`src/rtl/alu_seq_exec.sv`:
```
// alu_seq_exec: multi-cycle EX ALU (Start/ALU_Control/A/B/Shamt in; Result/Zero/Overflow/Illegal/Busy/Done out), bit-serial SLL/SRL
module alu_seq_exec #(
  parameter int WIDTH = 32,
  parameter int SHAMT_W = 5
) (
  input  logic               clk,
  input  logic               reset,
  input  logic               Start,
  input  logic [3:0]         ALU_Control,
  input  logic [WIDTH-1:0]   A,
  input  logic [WIDTH-1:0]   B,
  input  logic [SHAMT_W-1:0] Shamt,
  output logic [WIDTH-1:0]   Result,
  output logic               Zero,
  output logic               Overflow,
  output logic               Illegal,
  output logic               Busy,
  output logic               Done
);
  typedef enum logic {IDLE, SHIFT} state_t;
  state_t state, state_n;
  logic [WIDTH-1:0] sreg, sh_next, alu_res, sum, diff;
  logic [SHAMT_W-1:0] cnt;
  logic left, accept, go_shift, last, alu_ovf, bad;
  assign Busy = state == SHIFT;
  always_comb begin
    accept = Start && state == IDLE;
    last = state == SHIFT && cnt == SHAMT_W'(1);
    bad = ALU_Control == 4'd0 || ALU_Control > 4'd9;
    go_shift = (ALU_Control == 4'd3 || ALU_Control == 4'd4) && Shamt != '0;
    sh_next = left ? sreg << 1 : sreg >> 1;
    sum = A + B;
    diff = A - B;
    alu_res = '0;
    alu_ovf = 1'b0;
    case (ALU_Control)
      4'd1: begin
        alu_res = sum;
        alu_ovf = A[WIDTH-1] == B[WIDTH-1] && sum[WIDTH-1] != A[WIDTH-1];
      end
      4'd2: begin
        alu_res = diff;
        alu_ovf = A[WIDTH-1] != B[WIDTH-1] && diff[WIDTH-1] != A[WIDTH-1];
      end
      4'd3, 4'd4: alu_res = B;
      4'd5: alu_res = A & B;
      4'd6: alu_res = A | B;
      4'd7: alu_res = ~(A | B);
      4'd8: alu_res[0] = A < B;
      4'd9: alu_res[0] = $signed(A) < $signed(B);
      default: alu_res = '0;
    endcase
    state_n = accept && go_shift ? SHIFT : last ? IDLE : state;
  end
  always_ff @(posedge clk) begin
    if (reset) begin
      state <= IDLE;
      Result <= '0;
      Zero <= 1'b0;
      Overflow <= 1'b0;
      Illegal <= 1'b0;
      Done <= 1'b0;
      cnt <= '0;
      sreg <= '0;
      left <= 1'b0;
    end else begin
      state <= state_n;
      Done <= (accept && !go_shift) || last;
      if (accept && go_shift) begin
        sreg <= B;
        cnt <= Shamt;
        left <= ALU_Control == 4'd3;
      end else if (state == SHIFT) begin
        sreg <= sh_next;
        cnt <= cnt - SHAMT_W'(1);
        if (last) begin
          Result <= sh_next;
          Zero <= sh_next == '0;
          Overflow <= 1'b0;
          Illegal <= 1'b0;
        end
      end else if (accept) begin
        Result <= alu_res;
        Zero <= alu_res == '0;
        Overflow <= alu_ovf;
        Illegal <= bad;
      end
    end
  end
endmodule

```
`config.mk`:
```
export PLATFORM = sky130hd
export DESIGN_NAME = alu_seq_exec
export DESIGN_NICKNAME = d
export VERILOG_FILES = /design/src/rtl/alu_seq_exec.sv
export SDC_FILE = /design/constraint.sdc
export NUM_CORES = 1
export LEC_CHECK = 0
export CORE_MARGIN = 1
export CORE_UTILIZATION = 55
export CTS_CLUSTER_DIAMETER = 120
export CTS_CLUSTER_SIZE = 14
export DETAILED_ROUTE_END_ITERATION = 7
export PLACE_DENSITY = 0.89
export SETUP_SLACK_MARGIN = 0.02
export SKIP_CTS_REPAIR_TIMING = 1
export SLEW_MARGIN = 40
export SYNTH_ARGS = -nofsm -noshare
export SYNTH_HDL_FRONTEND = slang
export SYNTH_SLANG_ARGS = --single-unit
```
`constraint.sdc`:
```
create_clock -name clk -period 4.5 [get_ports clk]
set_input_delay 0.675 -clock clk [delete_from_list [all_inputs] [get_ports clk]]
set_output_delay 0.675 -clock clk [all_outputs]
set_load 0.1 [all_outputs]
```
==> metrics.cfg, run 1 <==
[synthesis]
yosysUniqueCellTypes = 88
synth_flop_cell = dfxtp_1
synth-edff-count = 0
ys_warn_count = 0
postSynthAreaPerCell_um2 = 7.24
async_reset_ff_share_pct = 0
synth_seq_cells = 75
syn_nets = 1529
syn_inst = 1346
synth_area_mm2 = 0.00975
yosysSeqAreaShare_pct = 15.4

[floorplanning]
initial_utilization_pct = 56.4
die_w_um = 135
dieArea_mm2 = 0.0183
core_mm2 = 0.0173
ios = 113
chipHeight_um = 135
row_count = 48

[drt]
drtIter0Drc = 1525
route.detailed.drc = 0
drt-total-wl_um = 40300
routedWlPerCell_um = 22.5
viasPerCell = 6.79
vias = 12100
first_pass_iters = 6
antenna_left = 0

[layout]
drive_above_1_share_pct = 19.5
stdcell_area_mm2 = 0.0123
instances_no_fill = 1787
antennaDiodeCount = 0
utilization_pct = 71.3
final_cell_mix = 183 x buf_4, 151 x a21oi_1, 134 x nor2_1, 105 x ha_1, 98 x inv_1
layout_commonest_cell = buf_4
area_growth_pct = 26.5
fillerInstances = 1400
nets = 1741

[clock_network]
clock_latency_ns = 0.35
tritoncts = yes
clock_tree.root_cell = clkbuf_16
cts_sinks = 75
htreeDepth = 3
clock_path_buffers = 2
path_clk_slew_ns = 0.06
cts_buffers = 9

[sta]
layout_min_cycle_time_ns = 4.31
slew_headroom_pct = 40.4
skew_ns = 0.00737
tns_ns = 0
fmax_ghz = 0.232
whs_ns = 0.490
tightestPinTransition_ns = 0.891
hold_viol = 0
fin_ws_ns = 0.188
finalSetupViolations = 0
rsz0062_at_grt = false
fin_crit_sh_pct = 95.8
maxSlewViolCount = 0

[critical_path]
worst_ep_required_time_ns = 4.77
rr_worst_depth = 12
end_kind = register
arrival_ns = 4.58
worstSetupPathType = input pin to register
cpPeakStageDelay_ns = 0.58
crit_path_top_delay_cell = or4_1
r2r_end = Zero
crit_fanout = 3
rrSetupSlack_ns = 1.28
path_cells = clkdlybuf4s50_1 -> ha_1 -> fa_1 -> a21oi_1 -> o22ai_1 -> o41ai_2 -> nor2_1 -> a211oi_1 -> o21ai_0 -> or3_1 -> or4_1 -> nor3_1 -> nand3_1 -> o22ai_2
setup.worst_path.start_class = input pin
regToRegStartpoint = cnt[1]

[grt]
grt_pass1_wl_um = 61100
grt_max_degree = 77
antenna_found_initial = 1
grt_pass1_vias = 11300
grtUsageTotal_pct = 43.1
grt_overflow = 0

[place]
gp_congestion = 1.10
io_buffers = 112
placedCellCount = 1772
dpl_cell_area_mm2 = 0.0120
place_ws_ns = -0.120
dp_hpwl_um = 31000

[pwr]
peakVddDrop_mv = 0.313
leakagePower_nw = 5.42
p_per_area_mw_per_mm2 = 243
power_mw = 2.99

[min_path]
holdCritPathClass = register to register
whs_endpoint = Result[0]
hold_depth = 2
hold_start = Result[0]

[status]
status = finished, final reports clean

[flow_run]
cap_violations = 0

==> final cells by class <==
cell class	count	area, µm²	share of cell area, %
clock buffers	11	243	1.97
flip-flops and latches	75	1500	12.2
multi-input cells	1074	7500	60.8
inverters	100	375	3.04
well taps	225	282	2.28
repair buffers	298	2360	19.1
clock inverters	4	75.1	0.609
==> report_power, final <==
part           switching, mW  leakage (nW)  internal (mW)  total, mW
logic                  0.916          4.66          0.561       1.48
clock network          0.285         0.148          0.497      0.783
registers             0.0319         0.610          0.699      0.731
total                   1.23          5.42           1.76       2.99
==> how the worst max path moves through the flow <==
| stage | start | cells past startpoint | to | slack, ns |
|---|---|---|---|---|
| after floorplan | A[0] | 13 | Zero | 0.86 |
| after global placement | A[0] | 16 | Zero | -0.04 |
| after detailed placement | A[0] | 13 | Zero | -0.12 |
| after CTS | A[0] | 13 | Zero | 0.24 |
| after global routing | A[0] | 16 | Zero | 0.01 |
| final | A[0] | 14 | Zero | 0.19 |
==> synth_stat cells, types with 14 or more instances <==
library cell / n / area, µm²
a211oi_1: 14 / 105
nor3b_1: 29 / 218
buf_1: 17 / 63.8
ha_1: 105 / 1310
dfxtp_1: 75 / 1500
nor2b_1: 24 / 150
buf_2: 24 / 120
o211ai_1: 16 / 120
mux2_2: 28 / 315
nor3_1: 26 / 130
inv_1: 98 / 368
o21ai_0: 41 / 205
nor4_1: 19 / 119
o22ai_1: 33 / 206
nand3_1: 19 / 95.1
a221oi_1: 35 / 307
a22oi_1: 20 / 150
clkbuf_1: 50 / 188
mux2i_1: 36 / 360
a31oi_1: 21 / 131
nand2_1: 90 / 338
a21oi_1: 151 / 756
nor2_1: 136 / 510
a21o_1: 20 / 150
==> per-layer routing <==
layer  wire length [µm]  global-route usage (%)  vias up
met3               4070                    7.15      195
li1                   -                       -     5422
met5                  9                       0        -
met1              15300                    53.2     5670
met4               3080                    30.6        2
met2              17800                    68.1      838
==> flip-flops by register name (all words and copies together), names as in the netlist <==
register  count
Zero          1
Done          1
left          1
sreg         32
Busy          1
Result       32
cnt           5
Overflow      1
Illegal       1
==> critical path, delay by kind of cell <==
kind            cells  cell delay (ns)
simple gates        5             1.45
fa+ha+maj           2             0.74
compound gates      6             1.25
buf+inv             1             0.47
==> kinds of logic (layout without fill, tap and decap cells) <==
group / Yosys count / after routing / synth area share [%]
AND/OR/NAND/NOR: 415 / 415 / 21.2
buffers and inverters: 197 / 413 / 8.17
AO/OA/AOI/OAI: 477 / 477 / 33.4
adder cells (fa/ha/maj): 107 / 107 / 13.9
multiplexers: 64 / 64 / 6.93
XOR/XNOR: 11 / 11 / 0.988
flip-flops: 75 / 75 / 15.4
No activity file was read; power rests on OpenSTA's default activity.
==> run 2, diff against run 1 <==
- clock period: 4.5 -> 5.4 ns (I/O delays scaled with it)
==> run 2 against run 1 <==
Compared with the run above: via count shrank 5.8%; wire length down 6.3%; cell count decreased by 8.3%; total power down 24%; register-to-register slack better by 0.84 ns; design area shrank 9.5%; first-iteration DRC count shrank 13%; largest power group unchanged.
==> metrics.cfg, run 2 (synthesis gave the netlist of run 1 again) <==
[place]
gp_congestion = 1.02  ; was 1.10
io_buffers = 112  ; unchanged
dp_hpwl_um = 28900  ; was 31,000 µm
place_ws_ns = 0.224  ; was -0.120 ns

[grt]
grtUsageTotal_pct = 40.5  ; was 43.1%
grt_pass1_vias = 10400  ; was 11,300
grt_max_degree = 77  ; unchanged
grt_pass1_wl_um = 57100  ; was 61,100 µm
antenna_found_initial = 0  ; was 1
grt_overflow = 0  ; unchanged

[pwr]
leakagePower_nw = 4.69  ; was 5.42 nW
pwr-share-seq_pct = 26.8  ; was 24.4%
peakVddDrop_mv = 0.235  ; was 0.313 mV
p_sw_mw = 0.989  ; was 1.23 mW
p_int_mw = 1.29  ; was 1.76 mW
p_per_area_mw_per_mm2 = 204  ; was 243 mW/mm²
clockPowerShare_pct = 26.3  ; was 26.2%
p_comb_share_pct = 46.9  ; was 49.4%
swShare_pct = 43.5  ; was 41.2%

[drt]
route.detailed.drc = 0  ; unchanged
drtIter0Drc = 1325  ; was 1,525
drt-total-wl_um = 37700  ; was 40,300 µm
first_pass_iters = 6  ; unchanged
viasPerCell = 6.97  ; was 6.79
antenna_left = 0  ; unchanged
vias = 11400  ; was 12,100
routedWlPerCell_um = 23.0  ; was 22.5 µm

[min_path]
hold_depth = 2  ; unchanged
whs_endpoint = Result[0]  ; unchanged
holdCritPathClass = register to register  ; unchanged
hold_start = Result[0]  ; unchanged

[critical_path]
crit_path_top_delay_cell = clkdlybuf4s50_1  ; was or4_1
arrival_ns = 5.24  ; was 4.58 ns
rrSetupSlack_ns = 2.12  ; was 1.28 ns
r2r_end = Zero  ; unchanged
worst_ep_required_time_ns = 5.68  ; was 4.77 ns
rr_worst_depth = 11  ; was 12
cp_common_cell = inv_1
setup.worst_path.start_class = input pin  ; unchanged
end_kind = register  ; unchanged
worstSetupPathType = input pin to register  ; unchanged
path_cells = clkdlybuf4s50_1 -> inv_1 -> ha_1 -> nor4_1 -> inv_1 -> a311oi_2 -> a211oi_2 -> o21ai_1 -> a31o_1 -> a211o_1 -> o211ai_1 -> nor4bb_1 -> nand3_1 -> o22ai_2  ; was clkdlybuf4s50_1 -> ha_1 -> fa_1 -> a21oi_1 -> o22ai_1 -> o41ai_2 -> nor2_1 -> a211oi_1 -> o21ai_0 -> or3_1 -> or4_1 -> nor3_1 -> nand3_1 -> o22ai_2
cpPeakStageDelay_ns = 0.73  ; was 0.58 ns
regToRegStartpoint = cnt[0]  ; was cnt[1]
crit_fanout = 12  ; was 3

[sta]
maxSlewViolCount = 0  ; unchanged
fin_ws_ns = 0.443  ; was 0.188 ns
fin_crit_sh_pct = 91.8
fmax_ghz = 0.202
rsz0062_at_grt = false  ; unchanged
slew_headroom_pct = 43.9  ; was 40.4%
hold_viol = 0  ; unchanged
finalSetupViolations = 0  ; unchanged
layout_min_cycle_time_ns = 4.96
tightestPinTransition_ns = 0.830  ; was 0.891 ns
skew_ns = 0.00693  ; was 0.00737 ns
tns_ns = 0  ; unchanged

[floorplanning]
chipHeight_um = 135  ; unchanged
row_count = 48  ; unchanged
ios = 113  ; unchanged
dieArea_mm2 = 0.0183  ; unchanged
die_w_um = 135  ; unchanged
initial_utilization_pct = 56.4  ; unchanged
core_mm2 = 0.0173  ; unchanged

[clock_network]
clock_path_buffers = 2  ; unchanged
cts_buffers = 9  ; unchanged
clock_latency_ns = 0.35  ; about the same
tritoncts = yes  ; unchanged
clock_tree.root_cell = clkbuf_16  ; unchanged
htreeDepth = 3  ; unchanged
path_clk_slew_ns = 0.06  ; about the same
cts_sinks = 75  ; unchanged

[status]
status = finished, final reports clean  ; unchanged

[layout]
area_growth_pct = 14.4  ; was 26.5%
multi_input_area_mm2 = 0.00749  ; was 0.00750 mm²
antennaDiodeCount = 0  ; unchanged
layout_commonest_cell = a21oi_1  ; was buf_4
regArea_mm2 = 0.00150  ; about the same
largestRegisters = Result x32, sreg x32, cnt x5  ; unchanged
nets = 1592  ; was 1,741
final_cell_mix = 151 x a21oi_1, 134 x nor2_1, 105 x ha_1, 98 x inv_1, 90 x nand2_1  ; was 183 x buf_4, 151 x a21oi_1, 134 x nor2_1, 105 x ha_1, 98 x inv_1
fillerInstances = 1529  ; was 1,400
drive_above_1_share_pct = 11.1  ; was 19.5%

[flow_run]
cap_violations = 0  ; unchanged

==> run 2: worst max path at each step <==
stage / startpoint / end / slack, ns / depth (start not counted)
after detailed placement: B[0] / Zero / 0.22 / 15
after global routing: B[0] / Zero / 0.24 / 15
after CTS: B[0] / Zero / 0.59 / 15
after global placement: B[0] / Zero / 0.22 / 15
final: B[13] / Zero / 0.44 / 14
after floorplan: A[0] / Zero / 1.63 / 13
==> run 2: final cells by class <==
cell class | count | area share (%)
tap | 225 | 2.52
clock buffer | 9 | 2.02
clock inverter | 7 | 0.617
multi-input combinational | 1074 | 67.1
sequential | 75 | 13.5
timing repair buffer | 149 | 10.9
inverter | 100 | 3.36
==> run 2: metal layers <==
| metal | vias to the layer above | routed length, µm | track usage [%] | share of wire, % |
|---|---|---|---|---|
| met5 | - | 0 | 0 | 0 |
| met4 | 0 | 3120 | 29.5 | 8.3 |
| met3 | 218 | 3680 | 5.57 | 9.7 |
| met2 | 760 | 16300 | 63.7 | 43 |
| met1 | 5321 | 14600 | 50.5 | 39 |
| li1 | 5124 | - | - | - |
==> run 2: power groups by stage <==
stage / sequential [mW] / clock, mW / combinational [mW]
finish: 0.609 / 0.600 / 1.07
global route: 0.611 / 0.627 / 1.12
CTS: 0.608 / 0.597 / 1.04
detailed placement: 0.619 / 0 / 1.03
global placement: 0.619 / 0 / 1.04
floorplan: 0.754 / 0 / 0.580
==> run 2: critical path: cells and delay by family <==
family,cells,cell delay (ns)
AO/OA/AOI/OAI,7,1.75
buffers and inverters,3,1.01
adder cells (fa/ha/maj),1,0.45
AND/OR/NAND/NOR,3,1.20
==> run 2: through the flow <==
stage          total power, mW  util, %  instance area [µm²]  std cells  hold WS (ns)
6_report                  2.28     64.5                11200       1639         0.455
5_1_grt                   2.36     64.5                11200       1639         0.481
4_1_cts                   2.24     64.5                11200       1639         0.457
3_5_place_dp              1.65     62.8                10900       1623         0.449
3_3_place_gp              1.66     63.8                11000       1623         0.444
2_1_floorplan             1.33        -                 9750       1346         0.468
